File: src/rtl/ldm_stm_seq_pkg.sv
// Shared types and constants for the LDM/STM block-transfer sequencer.
// Holds the FSM state encoding, width defaults and the register-count helper.
package ldm_stm_seq_pkg;

   localparam int AW_DEF     = 32;
   localparam int DW_DEF     = 32;
   localparam int WORD_BYTES = 4;

   typedef enum logic [2:0] {
      ST_IDLE  = 3'd0,
      ST_SETUP = 3'd1,
      ST_XFER  = 3'd2,
      ST_WB    = 3'd3,
      ST_FIN   = 3'd4
   } seq_state_t;

   function automatic logic [4:0] popcount16(input logic [15:0] vec);
      logic [4:0] cnt;
      cnt = 5'd0;
      for (int i = 0; i < 16; i++) begin
         cnt = cnt + {4'd0, vec[i]};
      end
      return cnt;
   endfunction

endpackage

File: src/rtl/ldm_stm_seq_prio_enc16.sv
// Lowest-set-bit encoder over a 16-bit register mask.
// o_any flags a non-empty mask; o_index is 0 when the mask is empty.
module prio_enc16
   import ldm_stm_seq_pkg::*;
(
   input  logic [15:0] i_vec,
   output logic [3:0]  o_index,
   output logic        o_any
);

   // Scan downwards so the lowest set bit is the last one to take effect.
   always_comb begin
      o_index = 4'd0;
      for (int i = 15; i >= 0; i--) begin
         o_index = i_vec[i] ? 4'(i) : o_index;
      end
      o_any = |i_vec;
   end

endmodule

File: src/rtl/ldm_stm_seq.sv
// LDM/STM block-transfer sequencer: walks a register list, moving one word per
// memory handshake between the register file and data memory, then writes back the base.
module ldm_stm_seq
   import ldm_stm_seq_pkg::*;
#(
   parameter int AW = AW_DEF,
   parameter int DW = DW_DEF
) (
   input  logic          clock,
   input  logic          reset_n,
   input  logic          start,
   input  logic          is_load,
   input  logic          up,
   input  logic          pre,
   input  logic          wback,
   input  logic [3:0]    base_reg,
   input  logic [AW-1:0] base_addr,
   input  logic [15:0]   reg_list,
   output logic [3:0]    rf_sel_p,
   input  logic [DW-1:0] rf_p_data,
   output logic          rf_we,
   output logic [3:0]    rf_sel_in,
   output logic [DW-1:0] rf_in,
   output logic          mem_req,
   output logic          mem_we,
   output logic [AW-1:0] mem_addr,
   output logic [DW-1:0] mem_wdata,
   input  logic [DW-1:0] mem_rdata,
   input  logic          mem_ack,
   output logic          busy,
   output logic          done,
   output logic          pc_loaded
);

   localparam logic [AW-1:0] STEP = AW'(WORD_BYTES);

   seq_state_t    r_state;
   seq_state_t    w_state_next;
   logic          r_is_load;
   logic          r_up;
   logic          r_pre;
   logic          r_wback;
   logic [3:0]    r_base_reg;
   logic [AW-1:0] r_base;
   logic [15:0]   r_list;
   logic [15:0]   r_mask;
   logic [AW-1:0] r_addr;
   logic [3:0]    r_idx;
   logic          r_busy;
   logic          r_done;
   logic          r_mem_req;
   logic          r_mem_we;
   logic          r_rf_we;
   logic [3:0]    r_rf_sel_in;
   logic [DW-1:0] r_rf_in;
   logic          r_pc_loaded;

   logic [15:0]   w_mask_next;
   logic [AW-1:0] w_addr_next;
   logic [3:0]    w_idx_next;
   logic          w_any_next;
   logic [4:0]    w_n;
   logic [AW-1:0] w_span;
   logic [AW-1:0] w_first;
   logic [AW-1:0] w_final;
   logic          w_xfer_ack;
   logic          w_base_listed;

   prio_enc16 u_prio_enc16 (
      .i_vec   (w_mask_next),
      .o_index (w_idx_next),
      .o_any   (w_any_next)
   );

   // Block geometry: the lowest register always sits at the lowest address.
   assign w_n           = popcount16(r_list);
   assign w_span        = {{(AW-7){1'b0}}, w_n, 2'b00};
   assign w_final       = r_up ? (r_base + w_span) : (r_base - w_span);
   assign w_first       = r_up ? (r_pre ? (r_base + STEP) : r_base)
                               : (r_pre ? (r_base - w_span) : (r_base - w_span + STEP));
   assign w_xfer_ack    = (r_state == ST_XFER) && r_mem_req && mem_ack;
   assign w_base_listed = r_is_load && r_list[r_base_reg];

   // Next remaining-mask and transfer address.
   always_comb begin
      w_mask_next = r_mask;
      w_addr_next = r_addr;
      case (r_state)
         ST_IDLE: begin
            w_mask_next = start ? reg_list : r_mask;
         end
         ST_SETUP: begin
            w_addr_next = w_first;
         end
         ST_XFER: begin
            if (w_xfer_ack) begin
               w_mask_next = r_mask & ~(16'd1 << r_idx);
               w_addr_next = r_addr + STEP;
            end else begin
               w_mask_next = r_mask;
               w_addr_next = r_addr;
            end
         end
         default: begin
            w_mask_next = r_mask;
            w_addr_next = r_addr;
         end
      endcase
   end

   // Next-state decode; an empty list goes straight from SETUP to FIN.
   always_comb begin
      w_state_next = r_state;
      case (r_state)
         ST_IDLE:  w_state_next = start ? ST_SETUP : ST_IDLE;
         ST_SETUP: w_state_next = (w_n == 5'd0) ? ST_FIN : ST_XFER;
         ST_XFER:  w_state_next = (w_xfer_ack && !w_any_next) ? ST_WB : ST_XFER;
         ST_WB:    w_state_next = ST_FIN;
         ST_FIN:   w_state_next = ST_IDLE;
         default:  w_state_next = ST_IDLE;
      endcase
   end

   // State register.
   always_ff @(posedge clock or negedge reset_n) begin
      if (!reset_n) begin
         r_state <= ST_IDLE;
      end else begin
         r_state <= w_state_next;
      end
   end

   // Operation parameters captured once at launch.
   always_ff @(posedge clock or negedge reset_n) begin
      if (!reset_n) begin
         r_is_load  <= 1'b0;
         r_up       <= 1'b0;
         r_pre      <= 1'b0;
         r_wback    <= 1'b0;
         r_base_reg <= 4'd0;
         r_base     <= {AW{1'b0}};
         r_list     <= 16'd0;
      end else if ((r_state == ST_IDLE) && start) begin
         r_is_load  <= is_load;
         r_up       <= up;
         r_pre      <= pre;
         r_wback    <= wback;
         r_base_reg <= base_reg;
         r_base     <= base_addr;
         r_list     <= reg_list;
      end
   end

   // Walking mask, current address and the register it selects.
   always_ff @(posedge clock or negedge reset_n) begin
      if (!reset_n) begin
         r_mask <= 16'd0;
         r_addr <= {AW{1'b0}};
         r_idx  <= 4'd0;
      end else begin
         r_mask <= w_mask_next;
         r_addr <= w_addr_next;
         r_idx  <= w_idx_next;
      end
   end

   // Registered handshake/status outputs, aligned with the state they describe.
   always_ff @(posedge clock or negedge reset_n) begin
      if (!reset_n) begin
         r_busy    <= 1'b0;
         r_done    <= 1'b0;
         r_mem_req <= 1'b0;
         r_mem_we  <= 1'b0;
      end else begin
         r_busy    <= (w_state_next != ST_IDLE);
         r_done    <= (w_state_next == ST_FIN);
         r_mem_req <= (w_state_next == ST_XFER);
         r_mem_we  <= (w_state_next == ST_XFER) && !r_is_load;
      end
   end

   // Write port: loaded words land the cycle after their ack; the base write
   // follows WB so it never collides with the final loaded word.
   always_ff @(posedge clock or negedge reset_n) begin
      if (!reset_n) begin
         r_rf_we     <= 1'b0;
         r_rf_sel_in <= 4'd0;
         r_rf_in     <= {DW{1'b0}};
         r_pc_loaded <= 1'b0;
      end else if (w_xfer_ack && r_is_load) begin
         r_rf_we     <= 1'b1;
         r_rf_sel_in <= r_idx;
         r_rf_in     <= mem_rdata;
         r_pc_loaded <= (r_idx == 4'd15);
      end else if ((r_state == ST_WB) && r_wback && !w_base_listed) begin
         r_rf_we     <= 1'b1;
         r_rf_sel_in <= r_base_reg;
         r_rf_in     <= DW'(w_final);
         r_pc_loaded <= 1'b0;
      end else begin
         r_rf_we     <= 1'b0;
         r_rf_sel_in <= 4'd0;
         r_rf_in     <= {DW{1'b0}};
         r_pc_loaded <= 1'b0;
      end
   end

   assign rf_sel_p  = r_idx;
   assign rf_we     = r_rf_we;
   assign rf_sel_in = r_rf_sel_in;
   assign rf_in     = r_rf_in;
   assign mem_req   = r_mem_req;
   assign mem_we    = r_mem_we;
   assign mem_addr  = r_addr;
   assign mem_wdata = (r_mem_req && r_mem_we) ? rf_p_data : {DW{1'b0}};
   assign busy      = r_busy;
   assign done      = r_done;
   assign pc_loaded = r_pc_loaded;

endmodule
File: config.mk
export PLATFORM = sky130hd
export DESIGN_NAME = ldm_stm_seq
export DESIGN_NICKNAME = d
export VERILOG_FILES = /design/src/rtl/ldm_stm_seq_pkg.sv /design/src/rtl/ldm_stm_seq_prio_enc16.sv /design/src/rtl/ldm_stm_seq.sv
export SDC_FILE = /design/constraint.sdc
export NUM_CORES = 1
export LEC_CHECK = 0
export BUFFER_PORTS_ARGS = -buffer_cell sky130_fd_sc_hd__buf_2
export CORE_ASPECT_RATIO = 1.75
export CORE_MARGIN = 2
export CORE_UTILIZATION = 45
export CTS_CLUSTER_SIZE = 8
export DETAILED_ROUTE_END_ITERATION = 8
export GPL_TIMING_DRIVEN = 1
export HOLD_SLACK_MARGIN = 0.02
export PLACE_DENSITY_LB_ADDON = 0.05
export RECOVER_POWER = 50
export SLEW_MARGIN = 20
export SYNTH_ARGS = -nofsm -noshare
export SYNTH_HDL_FRONTEND = slang
export SYNTH_SLANG_ARGS = --single-unit
File: constraint.sdc
create_clock -name clock -period 6.3 [get_ports clock]
set_input_delay 1.26 -clock clock [delete_from_list [all_inputs] [get_ports clock]]
set_output_delay 1.26 -clock clock [all_outputs]
set_load 0.02 [all_outputs]
==> run_results.csv <==
group,metric,value,unit
run_status,run_status,"complete, but fails checks",
run_status,violations,"max-capacitance violations, max-slew violations, negative setup slack",
sta,finalSetupViolations,3,
layout,n_antenna_cell,0,
place,port_buffers,233,
route,drt_iter0_markers,758,
sta,min_period,6360,ps
worst_setup_path,critPathKind,"flip-flop to flip-flop",
yosys,ys_ff_latch,153,
yosys,synth-edff-count,0,
sta,relSlewSlack,-155,%
yosys,synth.yosys.warnings,0,
yosys,syn_inst,1319,
hold_path,worstHoldStart,"mem_addr[0]$_DFFE_PN0P_",
yosys,syn-num-nets,1474,
layout,layout_commonest_cell,"nand2_1",
global_route,overflow,0,
sta,slew_violations,191,
global_route,grt_pass1_wl,62.9,mm
yosys,syn_area,0.0107,mm²
cts,cts_buffers,17,
sta,hold_violations,0,
worst_setup_path,r2r_cells,25,
yosys,async_flop_share,100,%
worst_setup_path,arrival,6690,ps
worst_setup_path,critical_path.startpoint_type,"flip-flop",
worst_setup_path,r2r_slack,-60,ps
layout,final_nets,1735,
layout,mostFrequentLayoutCells,"nand2_1 (255), buf_2 (172), dfrtp_1 (152), buf_4 (92), o21ai_0 (82)",
place,dp_hpwl,31.8,mm
cts,cts_tree,"done",
floorplan,io_pins,234,
place,gp_congestion,0.935,
floorplan,die_area,0.0251,mm²
route,first_pass_iters,7,
route,wl_per_cell,21.8,µm
floorplan,die_h,208,µm
yosys,ys_types,85,
route,vias,11000,
floorplan,start_util,45.8,%
route,antenna_left,0,
cts,clkSinkCount,153,
layout,largest_reg_flops,36,
yosys,synth_top_area_share,35.7,%
floorplan,die_x,121,µm
yosys,synth-seq-area-share,35.7,%
sta,layout_setup_ws,-57.0,ps
worst_setup_path,timing.rr.end,"mem_addr[30]$_DFFE_PN0P_",
global_route,grt_max_degree,74,
cts,clockBufferDepth,2,
route,viasPerCell,5.81,
sta,clock_skew,13.5,ps
cts,cts_root_buf,"clkbuf_16",
cts,insertion_delay,460,ps
global_route,antenna_found_initial,0,
hold_path,holdCritPathClass,"flip-flop to flip-flop",
sta,rsz0062_at_grt,"yes",
hold_path,holdPathEnd,"mem_addr[0]$_DFFE_PN0P_",
yosys,synth.area.top_cells,"dfrtp_1 (36%), nand2_1 (9.0%), o21ai_0 (3.9%), a21oi_1 (3.5%), xnor2_1 (3.3%)",
floorplan,rows,74,
layout,drive_above_1_share,24.9,%
worst_setup_path,path_max_fanout,6,
floorplan,core,0.0234,mm²
layout,area_delta_synth_final,26.5,%
worst_setup_path,worstSetupEndpointType,"flip-flop",
cts,cts.reportedPaths.clkPinSlew,60,ps
route,drc,0,
route,totalWireLength,41.3,mm
sta,timing.fmax,157,MHz
yosys,synth-main-ff-cell,"dfrtp_1",
worst_setup_path,r2r_start,"r_list[11]$_DFFE_PN0P_",
cts,h-tree-depth,4,
worst_setup_path,required,6640,ps
flow_run,maxCapViolCount,3,
sta,whs,485,ps
yosys,synth.avg_cell_area,8.13,µm²
global_route,gr-usage-all-layers,33.2,%
global_route,grt_pass1_vias,10900,
sta,worst_slew_pin_slew,3830,ps
yosys,synth_area_leader_cell,"dfrtp_1",
hold_path,holdPathStages,2,
sta,fin_tns_setup,-81.7,ps
sta,post-route-period-util,101,%
## critical path, stage by stage, from the launching register on
cell and delay [ps]:
dfrtp_1 420, fa_1 560, inv_2 40, fa_1 470, inv_1 50, fa_1 470, inv_1 50, fa_1 450
inv_2 80, ha_4 140, inv_2 40, fa_2 360, nor2b_1 130, o21ai_1 90, ha_2 190, or3_4 430
buf_4 150, nor4_1 310, buf_4 190, o211ai_1 180, a21oi_2 270, o22ai_2 150, nor4_4 380, nand2_1 110
xor2_1 150, a221o_1 350
## per-stage QoR
stage | std cells | area (µm²) | utilization (%) | worst slack [ps]
after floorplan | 1319 | 10800 | - | 4.05
after global placement | 1858 | 12700 | 54.0 | -115
after detailed placement | 1858 | 12700 | 54.0 | -263
after CTS | 1890 | 13300 | 56.9 | 1.01
after global routing | 1897 | 13600 | 57.9 | -158
final | 1897 | 13600 | 57.9 | -57.0
## per-layer routing
metal | GRT usage (%) | wire length [µm]
met1 | 38.1 | 15600
met2 | 58.5 | 21300
met5 | 0 | 0
met4 | 17.2 | 2370
met3 | 5.37 | 2020
## synthesized netlist by cell type (8+ instances only)
library cell,instances
a21o_1,9
a21oi_1,75
a22o_1,21
a31oi_1,13
and2_1,13
and3_1,55
clkbuf_1,80
dfrtp_1,153
fa_1,12
ha_1,19
inv_1,56
mux2i_1,14
nand2_1,256
nand2b_1,8
nand3_1,44
nand4_1,18
nor2_1,72
nor2b_1,13
nor3_1,33
nor3b_1,10
nor4_1,16
o21ai_0,84
o22ai_1,9
o31ai_1,10
or3_1,15
xnor2_1,40
xor2_1,34
## layout make-up
type	instances	area, µm²
Clock buffer	18	439
Clock inverter	14	186
Timing Repair Buffer	332	1840
Multi-Input combinational cell	1019	6690
Inverter	57	214
Fill cell	2282	9850
Tap cell	304	380
Sequential cell	153	3830
## how the worst max path moves through the flow
stage                           start                  endpoint  depth (start not counted)
6_report       r_list[11]$_DFFE_PN0P_  mem_addr[30]$_DFFE_PN0P_                         25
5_1_grt        r_list[11]$_DFFE_PN0P_  mem_addr[19]$_DFFE_PN0P_                         25
4_1_cts         r_list[5]$_DFFE_PN0P_  mem_addr[28]$_DFFE_PN0P_                         26
3_5_place_dp   r_list[11]$_DFFE_PN0P_  mem_addr[28]$_DFFE_PN0P_                         25
3_3_place_gp   r_list[11]$_DFFE_PN0P_  mem_addr[28]$_DFFE_PN0P_                         25
2_1_floorplan   r_list[5]$_DFFE_PN0P_  mem_addr[20]$_DFFE_PN0P_                         25
## cell families (layout without fill, tap and decap cells)
logic type,count (synthesis),count (layout),synth area share (%)
and+or+nand+nor,593,593,27.4
AOI/OAI and AO/OA,298,298,18.0
DFF,153,153,35.7
buffers and inverters,147,421,5.37
xor gates and xnor gates,74,74,6.04
adders and majority gates,31,31,4.46
muxes,23,23,3.09
## repair_timing
action                     CTS  global route
buffers inserted             0             7
hold buffers                 0             0
resized for setup           11            61
setup endpoints to repair   13            24
hold endpoints to repair     0             0
pin swaps                    2            36
Power is left out: the tool's default activity adds up to more than one toggle a clock period on the data nets, which glitch-free logic cannot reach.
